$ cat config.mk
export PLATFORM = sky130hd
export DESIGN_NAME = open_list_queue_driver_flat
export DESIGN_NICKNAME = d
export VERILOG_FILES = /design/src/rtl/open_list_queue_driver_if.sv /design/src/rtl/open_list_queue_driver.sv /design/src/flat_wrapper.sv
export SDC_FILE = /design/constraint.sdc
export NUM_CORES = 1
export LEC_CHECK = 0
export BUFFER_PORTS_ARGS = -buffer_cell sky130_fd_sc_hd__buf_2
export CORE_MARGIN = 5
export CORE_UTILIZATION = 43
export DETAILED_ROUTE_END_ITERATION = 8
export HOLD_SLACK_MARGIN = 0.05
export PLACE_DENSITY_LB_ADDON = 0.15
export SLEW_MARGIN = 20
export SYNTH_ARGS = -nofsm -noshare
export SYNTH_HDL_FRONTEND = slang
export SYNTH_SLANG_ARGS = --single-unit
$ cat constraint.sdc
create_clock -name CLK -period 4 [get_ports CLK]
set_input_delay 0.8 -clock CLK [delete_from_list [all_inputs] [get_ports CLK]]
set_output_delay 0.8 -clock CLK [all_outputs]
set_load 0.1 [all_outputs]
$ cat src/rtl/open_list_queue_driver_if.sv
`default_nettype none
// +----------------------------------------------------------------------+
// | open_list_queue_driver_if : push/pop valid-ready streams of driver    |
// | Revision 1.0                                                         |
// +----------------------------------------------------------------------+
interface open_list_queue_driver_if #(
  parameter int DATA_WIDTH = 32
);
  logic                  s_push_valid;
  logic                  s_push_ready;
  logic [DATA_WIDTH-1:0] s_push_data;
  logic                  m_pop_valid;
  logic                  m_pop_ready;
  logic [DATA_WIDTH-1:0] m_pop_data;

  modport slave (
    input  s_push_valid, s_push_data, m_pop_ready,
    output s_push_ready, m_pop_valid, m_pop_data
  );

  modport master (
    output s_push_valid, s_push_data, m_pop_ready,
    input  s_push_ready, m_pop_valid, m_pop_data
  );
endinterface
`default_nettype wire

$ cat src/rtl/open_list_queue_driver.sv
`default_nettype none
// +----------------------------------------------------------------------+
// | open_list_queue_driver : stream front end for systolic min queue      |
// | Revision 1.0                                                         |
// +----------------------------------------------------------------------+
module open_list_queue_driver #(
  parameter int DATA_WIDTH    = 32,
  parameter int QUEUE_SIZE    = 2048,
  parameter int SETTLE_CYCLES = 2
) (
  input  wire                           CLK,
  input  wire                           RST,
  open_list_queue_driver_if.slave       bus,
  input  wire                           i_flush,
  output logic                          o_flush_done,
  output logic                          o_q_wrt,
  output logic                          o_q_read,
  output logic [DATA_WIDTH-1:0]         o_q_node_f,
  input  wire                           i_q_full,
  input  wire                           i_q_empty,
  input  wire  [DATA_WIDTH-1:0]         i_q_node_f,
  output logic [$clog2(2*QUEUE_SIZE):0] o_count,
  output logic                          o_err
);

  localparam int CNT_W = $clog2(2*QUEUE_SIZE) + 1;
  localparam int SET_W = $clog2(SETTLE_CYCLES + 1);
  localparam logic [CNT_W-1:0] C_CNT_ONE  = CNT_W'(1);
  localparam logic [CNT_W-1:0] C_CNT_FULL = CNT_W'(2*QUEUE_SIZE);
  localparam logic [SET_W-1:0] C_SET_LOAD = SET_W'(SETTLE_CYCLES);
  localparam logic [SET_W-1:0] C_SET_ONE  = SET_W'(1);

  typedef enum logic [1:0] {
    S_IDLE   = 2'd0,
    S_SETTLE = 2'd1,
    S_FLUSH  = 2'd2
  } state_t;

  state_t           state_q;
  logic [SET_W-1:0] settle_q;
  logic [CNT_W-1:0] count_q;
  logic             flushing_q;
  logic             err_q;
  logic             flush_done_q;

  logic w_open;
  logic w_push_fire;
  logic w_pop_fire;
  logic w_flush_rd;
  logic w_cnt_full;
  logic w_status_bad;

  // Nothing is issued while reset is asserted, even if the state reads IDLE.
  assign w_open       = (state_q == S_IDLE) && !i_flush && !RST;
  assign bus.s_push_ready = w_open && !i_q_full;
  assign bus.m_pop_valid  = w_open && !i_q_empty;
  assign bus.m_pop_data   = i_q_node_f;

  assign w_push_fire = bus.s_push_valid && bus.s_push_ready;
  assign w_pop_fire  = bus.m_pop_valid && bus.m_pop_ready;
  assign w_flush_rd  = (state_q == S_FLUSH) && (settle_q == '0) &&
                       (count_q != '0) && !RST;

  assign o_q_wrt    = w_push_fire;
  assign o_q_read   = w_pop_fire || w_flush_rd;
  assign o_q_node_f = w_push_fire ? bus.s_push_data : '0;

  assign w_cnt_full   = (count_q == C_CNT_FULL);
  assign w_status_bad = ((count_q == '0) != i_q_empty) || (w_cnt_full != i_q_full);

  assign o_count      = count_q;
  assign o_err        = err_q;
  assign o_flush_done = flush_done_q;

  always_ff @(posedge CLK) begin
    if (RST) begin
      state_q      <= S_IDLE;
      settle_q     <= '0;
      count_q      <= '0;
      flushing_q   <= 1'b0;
      err_q        <= 1'b0;
      flush_done_q <= 1'b0;
    end else begin
      flush_done_q <= 1'b0;
      if ((state_q == S_IDLE) && (settle_q == '0) && w_status_bad) begin
        err_q <= 1'b1;
      end
      unique case (state_q)
        S_IDLE: begin
          if (w_push_fire || w_pop_fire) begin
            state_q    <= S_SETTLE;
            settle_q   <= C_SET_LOAD;
            flushing_q <= 1'b0;
            if (w_push_fire && !w_pop_fire) begin
              count_q <= count_q + C_CNT_ONE;
            end else if (w_pop_fire && !w_push_fire) begin
              count_q <= count_q - C_CNT_ONE;
            end
          end else if (i_flush) begin
            if (count_q == '0) begin
              flush_done_q <= 1'b1;
            end else begin
              state_q <= S_FLUSH;
            end
          end
        end
        S_SETTLE: begin
          settle_q <= settle_q - C_SET_ONE;
          if (settle_q <= C_SET_ONE) begin
            settle_q <= '0;
            state_q  <= flushing_q ? S_FLUSH : S_IDLE;
          end
        end
        S_FLUSH: begin
          // Drained entries are discarded; the settle gap still applies between reads.
          if (count_q != '0) begin
            count_q    <= count_q - C_CNT_ONE;
            settle_q   <= C_SET_LOAD;
            flushing_q <= 1'b1;
            state_q    <= S_SETTLE;
          end else begin
            flush_done_q <= 1'b1;
            flushing_q   <= 1'b0;
            state_q      <= S_IDLE;
          end
        end
        default: state_q <= S_IDLE;
      endcase
    end
  end

endmodule
`default_nettype wire
$ cat src/flat_wrapper.sv
// flat-port wrapper written by rule: the top's interface ports become plain ports
module open_list_queue_driver_flat 
#(
  parameter int DATA_WIDTH    = 32,
  parameter int QUEUE_SIZE    = 2048,
  parameter int SETTLE_CYCLES = 2
)
  (CLK, RST, i_flush, o_flush_done, o_q_wrt, o_q_read, o_q_node_f, i_q_full, i_q_empty, i_q_node_f, o_count, o_err, bus_s_push_valid, bus_s_push_data, bus_m_pop_ready, bus_s_push_ready, bus_m_pop_valid, bus_m_pop_data);
  open_list_queue_driver_if #(.DATA_WIDTH(DATA_WIDTH)) bus_i ();
  input  wire CLK;
  input  wire RST;
  input  wire i_flush;
  output logic o_flush_done;
  output logic o_q_wrt;
  output logic o_q_read;
  output logic [DATA_WIDTH-1:0] o_q_node_f;
  input  wire i_q_full;
  input  wire i_q_empty;
  input  wire  [DATA_WIDTH-1:0] i_q_node_f;
  output logic [$clog2(2*QUEUE_SIZE):0] o_count;
  output logic o_err;
  input wire logic [$bits(bus_i.s_push_valid)-1:0] bus_s_push_valid;
  input wire logic [$bits(bus_i.s_push_data)-1:0] bus_s_push_data;
  input wire logic [$bits(bus_i.m_pop_ready)-1:0] bus_m_pop_ready;
  output wire logic [$bits(bus_i.s_push_ready)-1:0] bus_s_push_ready;
  output wire logic [$bits(bus_i.m_pop_valid)-1:0] bus_m_pop_valid;
  output wire logic [$bits(bus_i.m_pop_data)-1:0] bus_m_pop_data;
  assign bus_i.s_push_valid = bus_s_push_valid;
  assign bus_i.s_push_data = bus_s_push_data;
  assign bus_i.m_pop_ready = bus_m_pop_ready;
  assign bus_s_push_ready = bus_i.s_push_ready;
  assign bus_m_pop_valid = bus_i.m_pop_valid;
  assign bus_m_pop_data = bus_i.m_pop_data;
  open_list_queue_driver #(.DATA_WIDTH(DATA_WIDTH), .QUEUE_SIZE(QUEUE_SIZE), .SETTLE_CYCLES(SETTLE_CYCLES)) u_core (.CLK(CLK), .RST(RST), .bus(bus_i), .i_flush(i_flush), .o_flush_done(o_flush_done), .o_q_wrt(o_q_wrt), .o_q_read(o_q_read), .o_q_node_f(o_q_node_f), .i_q_full(i_q_full), .i_q_empty(i_q_empty), .i_q_node_f(i_q_node_f), .o_count(o_count), .o_err(o_err));
endmodule
Word level (Yosys, flattened, before mapping)
Index checks and enable logic that the tools add are counted.
{ "word_totals": {"regBits": 20, "latch_bits": 0, "mem_bits_rw": 0, "rom_bits": 0, "in_bits": 71, "out_inout_bits": 83, "elab_cells": 78, "mem_count": 0} }
{ "op_classes": {"n_addsub": 3, "mul": 0, "div": 0, "n_lt_le_gt_ge": 1, "eq_ne": 11, "n_shift": 0, "muxes": 25, "bitwise": 0, "n_reduce_logical": 32} }
{ "op_table": {"columns": ["op", "n"], "rows": [
  ["13-bit two-way mux", 4],
  ["32-bit two-way mux", 1],
  ["13-bit one-hot mux with 2 select lines", 1],
  ["2-bit two-way mux", 8],
  ["13-bit by 1-bit adder with 13-bit output (second input constant)", 1],
  ["13-bit equality test (second input constant)", 1],
  ["1-bit logical AND", 13],
  ["13-bit logical NOT", 1],
  ["13-bit nonzero test", 1],
  ["13-bit by 1-bit subtractor with 13-bit output (second input constant)", 1],
  ["2-bit one-hot mux with 3 select lines", 2],
  ["3-bit inequality test (second input constant)", 3],
  ["1-bit two-way mux", 7],
  ["1-bit logical NOT", 6],
  ["3-bit AND reduction", 2],
  ["2-bit logical NOT", 2],
  ["2-bit inequality test (second input constant)", 2],
  ["1-bit one-hot mux with 2 select lines", 2],
  ["4-bit AND reduction", 1],
  ["1-bit logical OR", 3],
  ["3-bit nonzero test", 1],
  ["2-bit by 1-bit equality test with 1-bit output (second input constant)", 1],
  ["2-bit equality test (second input constant)", 1],
  ["2-bit by 1-bit less-or-equal comparator with 1-bit output (second input constant)", 1],
  ["5 further kinds", 6]
]} }

Longest topological paths before layout
{ "logic_depth": {"ltp_word": 11, "ltp_mapped": 13, "depth_no_buf": 11} }

Worst setup path before layout
Ideal clock, no wire load.
{ "synth_path": {"path_kind": "reg2out", "start": "register u_core.count_q[0], in the netlist u_core.o_count[0]", "end": "output o_q_read", "arrival_time_ns": 5.128, "t_required_ns": 3.200, "slack_ns": -1.928, "stages_incl_launch_ff": 9, "path_buffers": 2, "path_cell_list": "dfxtp_1 > inv_1 > ha_1 > or2b_2 > nor2_4 > a21o_1 > buf_6 > buf_12 > o41ai_1"} }
{ "synth_via": {"elab_chain_len": 4} }
{ "synth_rtl": {"columns": ["item", "line", "rtl"], "rows": [
  ["start, declared", "open_list_queue_driver.sv:41", "logic [CNT_W-1:0] count_q;"],
  ["start signal, assigned", "open_list_queue_driver.sv:95", "count_q <= count_q + C_CNT_ONE;"],
  ["start signal, assigned", "open_list_queue_driver.sv:97", "count_q <= count_q - C_CNT_ONE;"],
  ["start signal, assigned", "open_list_queue_driver.sv:117", "count_q <= count_q - C_CNT_ONE;"],
  ["13-bit nonzero test", "open_list_queue_driver.sv:62", "(count_q != '0) && !RST;"],
  ["1-bit logical AND", "open_list_queue_driver.sv:61", "assign w_flush_rd = (state_q == S_FLUSH) && (settle_q == '0) &&"],
  ["1-bit logical AND", "open_list_queue_driver.sv:62", null],
  ["1-bit logical OR", "open_list_queue_driver.sv:65", "assign o_q_read = w_pop_fire || w_flush_rd;"],
  ["end, declared", "flat_wrapper.sv:15", "output logic o_q_read;"]
]} }
No other way between the ends.

Final worst setup path
{ "layout_path": {"start": "register u_core.count_q[8], in the netlist u_core.o_count[8]", "end": "output o_q_read"} }
Same word-level chain as after synthesis.

==> impl_metrics.csv <==
group,metric,value,unit
outcome,outcome,"finished clean",
timing,timing.slew.headroom,54.8,%
job,timing.max_cap.violations,0,
global_route,grt_start_max_net_pins,34,
timing,final_hold_violations,0,
die,core_region_area,0.00435,sq mm
placement,placement.cell_area,0.00263,sq mm
routing,ant_nets,0,
global_route,grt_pass1_wl,8850,um
critical_path,worst_setup_path_start_kind,"flip-flop",
synthesis,synth_async_sr_flop_share,0,%
clocking,cts-resized-gates,0,
die,die_area,0.00591,sq mm
global_route,globalRouteOverflowTotal,0,
timing,max_slew.worst_pin.slew,0.677,ns
synthesis,synth.cell_area,0.00192,sq mm
finish,layout_commonest_cell,"buf_2",
synthesis,yosys_most_used_dff,"dfxtp_1",
power,p_total,0.00156,W
worst_hold_path,holdCritPathClass,"flip-flop to flip-flop",
timing,finalWorstPathRequiredPeriod,3.31,ns
placement,port_buffers,89,
routing,wl_per_cell,16.1,um
finish,drive_above_1_share,41.1,%
clocking,cts-root-buf,"clkbuf_8",
die,die_x,76.9,um
global_route,grt_pass1_vias,1726,
synthesis,yosysWarningCount,0,
synthesis,sequential_fraction_of_the_synthesis_area,20.8,%
power,peakVddDrop,0.000274,V
placement,routability_driven_placement_congestion_ratio,0.852,
power,static_leakage,1.29,nW
routing,drt_iter0_markers,96,
synthesis,synthesis.instances,245,
placement,hpwl,4410,um
finish,area_growth,39.5,%
timing,finalSetupViolations,0,
routing,detail_route.first_pass.iterations,4,
die,placementRows,24,
finish,num-nets-final,368,
clocking,clk_pin_slew_worst_paths,0.09,ns
clocking,ctsHoldBuffers,0,
routing,routed_wirelength,5540,um
critical_path,worstPathRequired,3.20,ns
timing,max_freq,0.302,GHz
die,die_h,76.9,um
critical_path,worst_path_arrival,2.51,ns
finish,final_cell_area,0.00268,sq mm
die,starting_utilization_of_the_core_area,44.2,%
timing,final.setup.tns,0,ns
critical_path,worstPathMaxFanout,17,
clocking,cts_inserted_buffers,3,
clocking,clkLatencyLatePin,0.27,ns
finish,most-common-layout-cells,"buf_2, and3_1, buf_12",
routing,drc,0,
timing,grt_setup_unrepaired,"no",
synthesis,ys_types,47,
power,pwr_per_cell_area,582,mW/mm^2
global_route,gr-usage-all-layers,17.9,%
clocking,max-clock-path-buffers,2,
die,ios,154,
synthesis,edff_count_synth,0,
critical_path,crit_type,"flip-flop to output pin",
synthesis,syn_area_per_cell,7.85,sq um
clocking,clock_tree_from_tritoncts,"done",
clocking,cts.sinks,20,
timing,final.period_utilization,82.7,%
routing,num_vias,1876,
synthesis,synthesis.nets,320,
synthesis,ys_seq_elements,20,
critical_path,setup.worst_path.end_class,"output pin",
clocking,cts-htree-levels,1,
timing,fin_worst_skew,0.00731,ns
timing,drv_slew,0,
finish,antenna-diode-count,0,
global_route,number_of_antenna_violations_at_the_first_check_in_global_routing,0,
routing,ratio_of_routed_vias_to_standard_cells,5.45,
clocking,cts_setup_buffers,0,
-- power by group --
group / switching (W) / internal (W) / total [W]
registers: 0.0000780 / 0.000248 / 0.000326
logic: 0.000720 / 0.000354 / 0.00107
clock network: 0.0000758 / 0.0000878 / 0.000164
total: 0.000874 / 0.000689 / 0.00156
-- stage by stage --
stage	instances	hold WS (ns)	worst slack [ns]	utilization, %
detailed placement	340	0.455	0.956	60.4
CTS	344	0.466	0.686	61.6
global placement	340	0.445	1.01	60.4
finish	344	0.462	0.690	61.6
global route	344	0.481	0.481	61.6
floorplan	245	0.437	-0.00411	-
-- flip-flops by register name, summed over array words and instances, names as in the netlist --
name                 cells
u_core.o_count          13
u_core.o_flush_done      1
u_core.flushing_q        1
u_core.state_q           2
u_core.settle_q          2
u_core.o_err             1
-- Yosys cell counts, drive strengths merged, types with 3 or more instances --
library cell / count / area [sq um]
nor2: 24 / 97.6
a21oi: 17 / 104
a21o: 3 / 22.5
inv: 8 / 30.0
mux2: 12 / 150
nand4: 4 / 25.0
clkbuf: 13 / 52.6
dfxtp: 20 / 400
nor2b: 11 / 68.8
buf: 35 / 283
ha: 4 / 50.1
nand3: 7 / 35.0
nor4: 3 / 25.0
a22oi: 6 / 45.0
and3: 33 / 206
nand2: 11 / 41.3
nand2b: 3 / 18.8
a31oi: 5 / 31.3
-- kinds of logic (layout without fill, tap and decap cells) --
family | count (synthesis) | after routing | synth area share, %
AO/OA/AOI/OAI | 40 | 40 | 15.5
AND/OR/NAND/NOR | 111 | 111 | 33.4
flip-flops | 20 | 20 | 20.8
buffers and inverters | 56 | 103 | 19.0
adder cells (fa/ha/maj) | 4 | 4 | 2.60
multiplexers | 13 | 13 | 8.32
XOR/XNOR | 1 | 1 | 0.455
-- cell type report --
cell class	instances	area [sq um]
Sequential cell	20	400
Timing Repair Buffer	91	956
Fill cell	389	1670
Clock buffer	4	55.1
Tap cell	52	65.1
Multi-Input combinational cell	169	1180
Inverter	8	30.0
-- worst paths after layout --
kind	depth (start not counted)	end	from	slack, ns
setup / recovery	5	o_q_read	u_core.o_count[8]$_SDFFE_PP0P_	0.69
hold / removal	2	u_core.o_err$_SDFFE_PP0P_	u_core.o_err$_SDFFE_PP0P_	0.46
setup reg to reg	9	u_core.o_count[12]$_SDFFE_PP0P_	u_core.state_q[0]$_SDFFE_PP0P_	1.33
hold reg to reg	2	u_core.o_err$_SDFFE_PP0P_	u_core.o_err$_SDFFE_PP0P_	0.46
-- per-layer routing --
metal	track usage [%]	part of all wire [%]	vias up
li1	-	-	928
met1	23.9	44	874
met2	27.5	47	66
met3	5.85	8.3	8
met4	4.90	0.56	0
met5	0	0	-
-- worst max-delay path, cell delays in order (launching register included) --
cell and delay [ns]:
dfxtp_1 0.37, or4_1 0.65, nor3_4 0.22, a21o_1 0.60, o41ai_4 0.09, buf_2 0.31
Power figures use the tool's default switching activity.
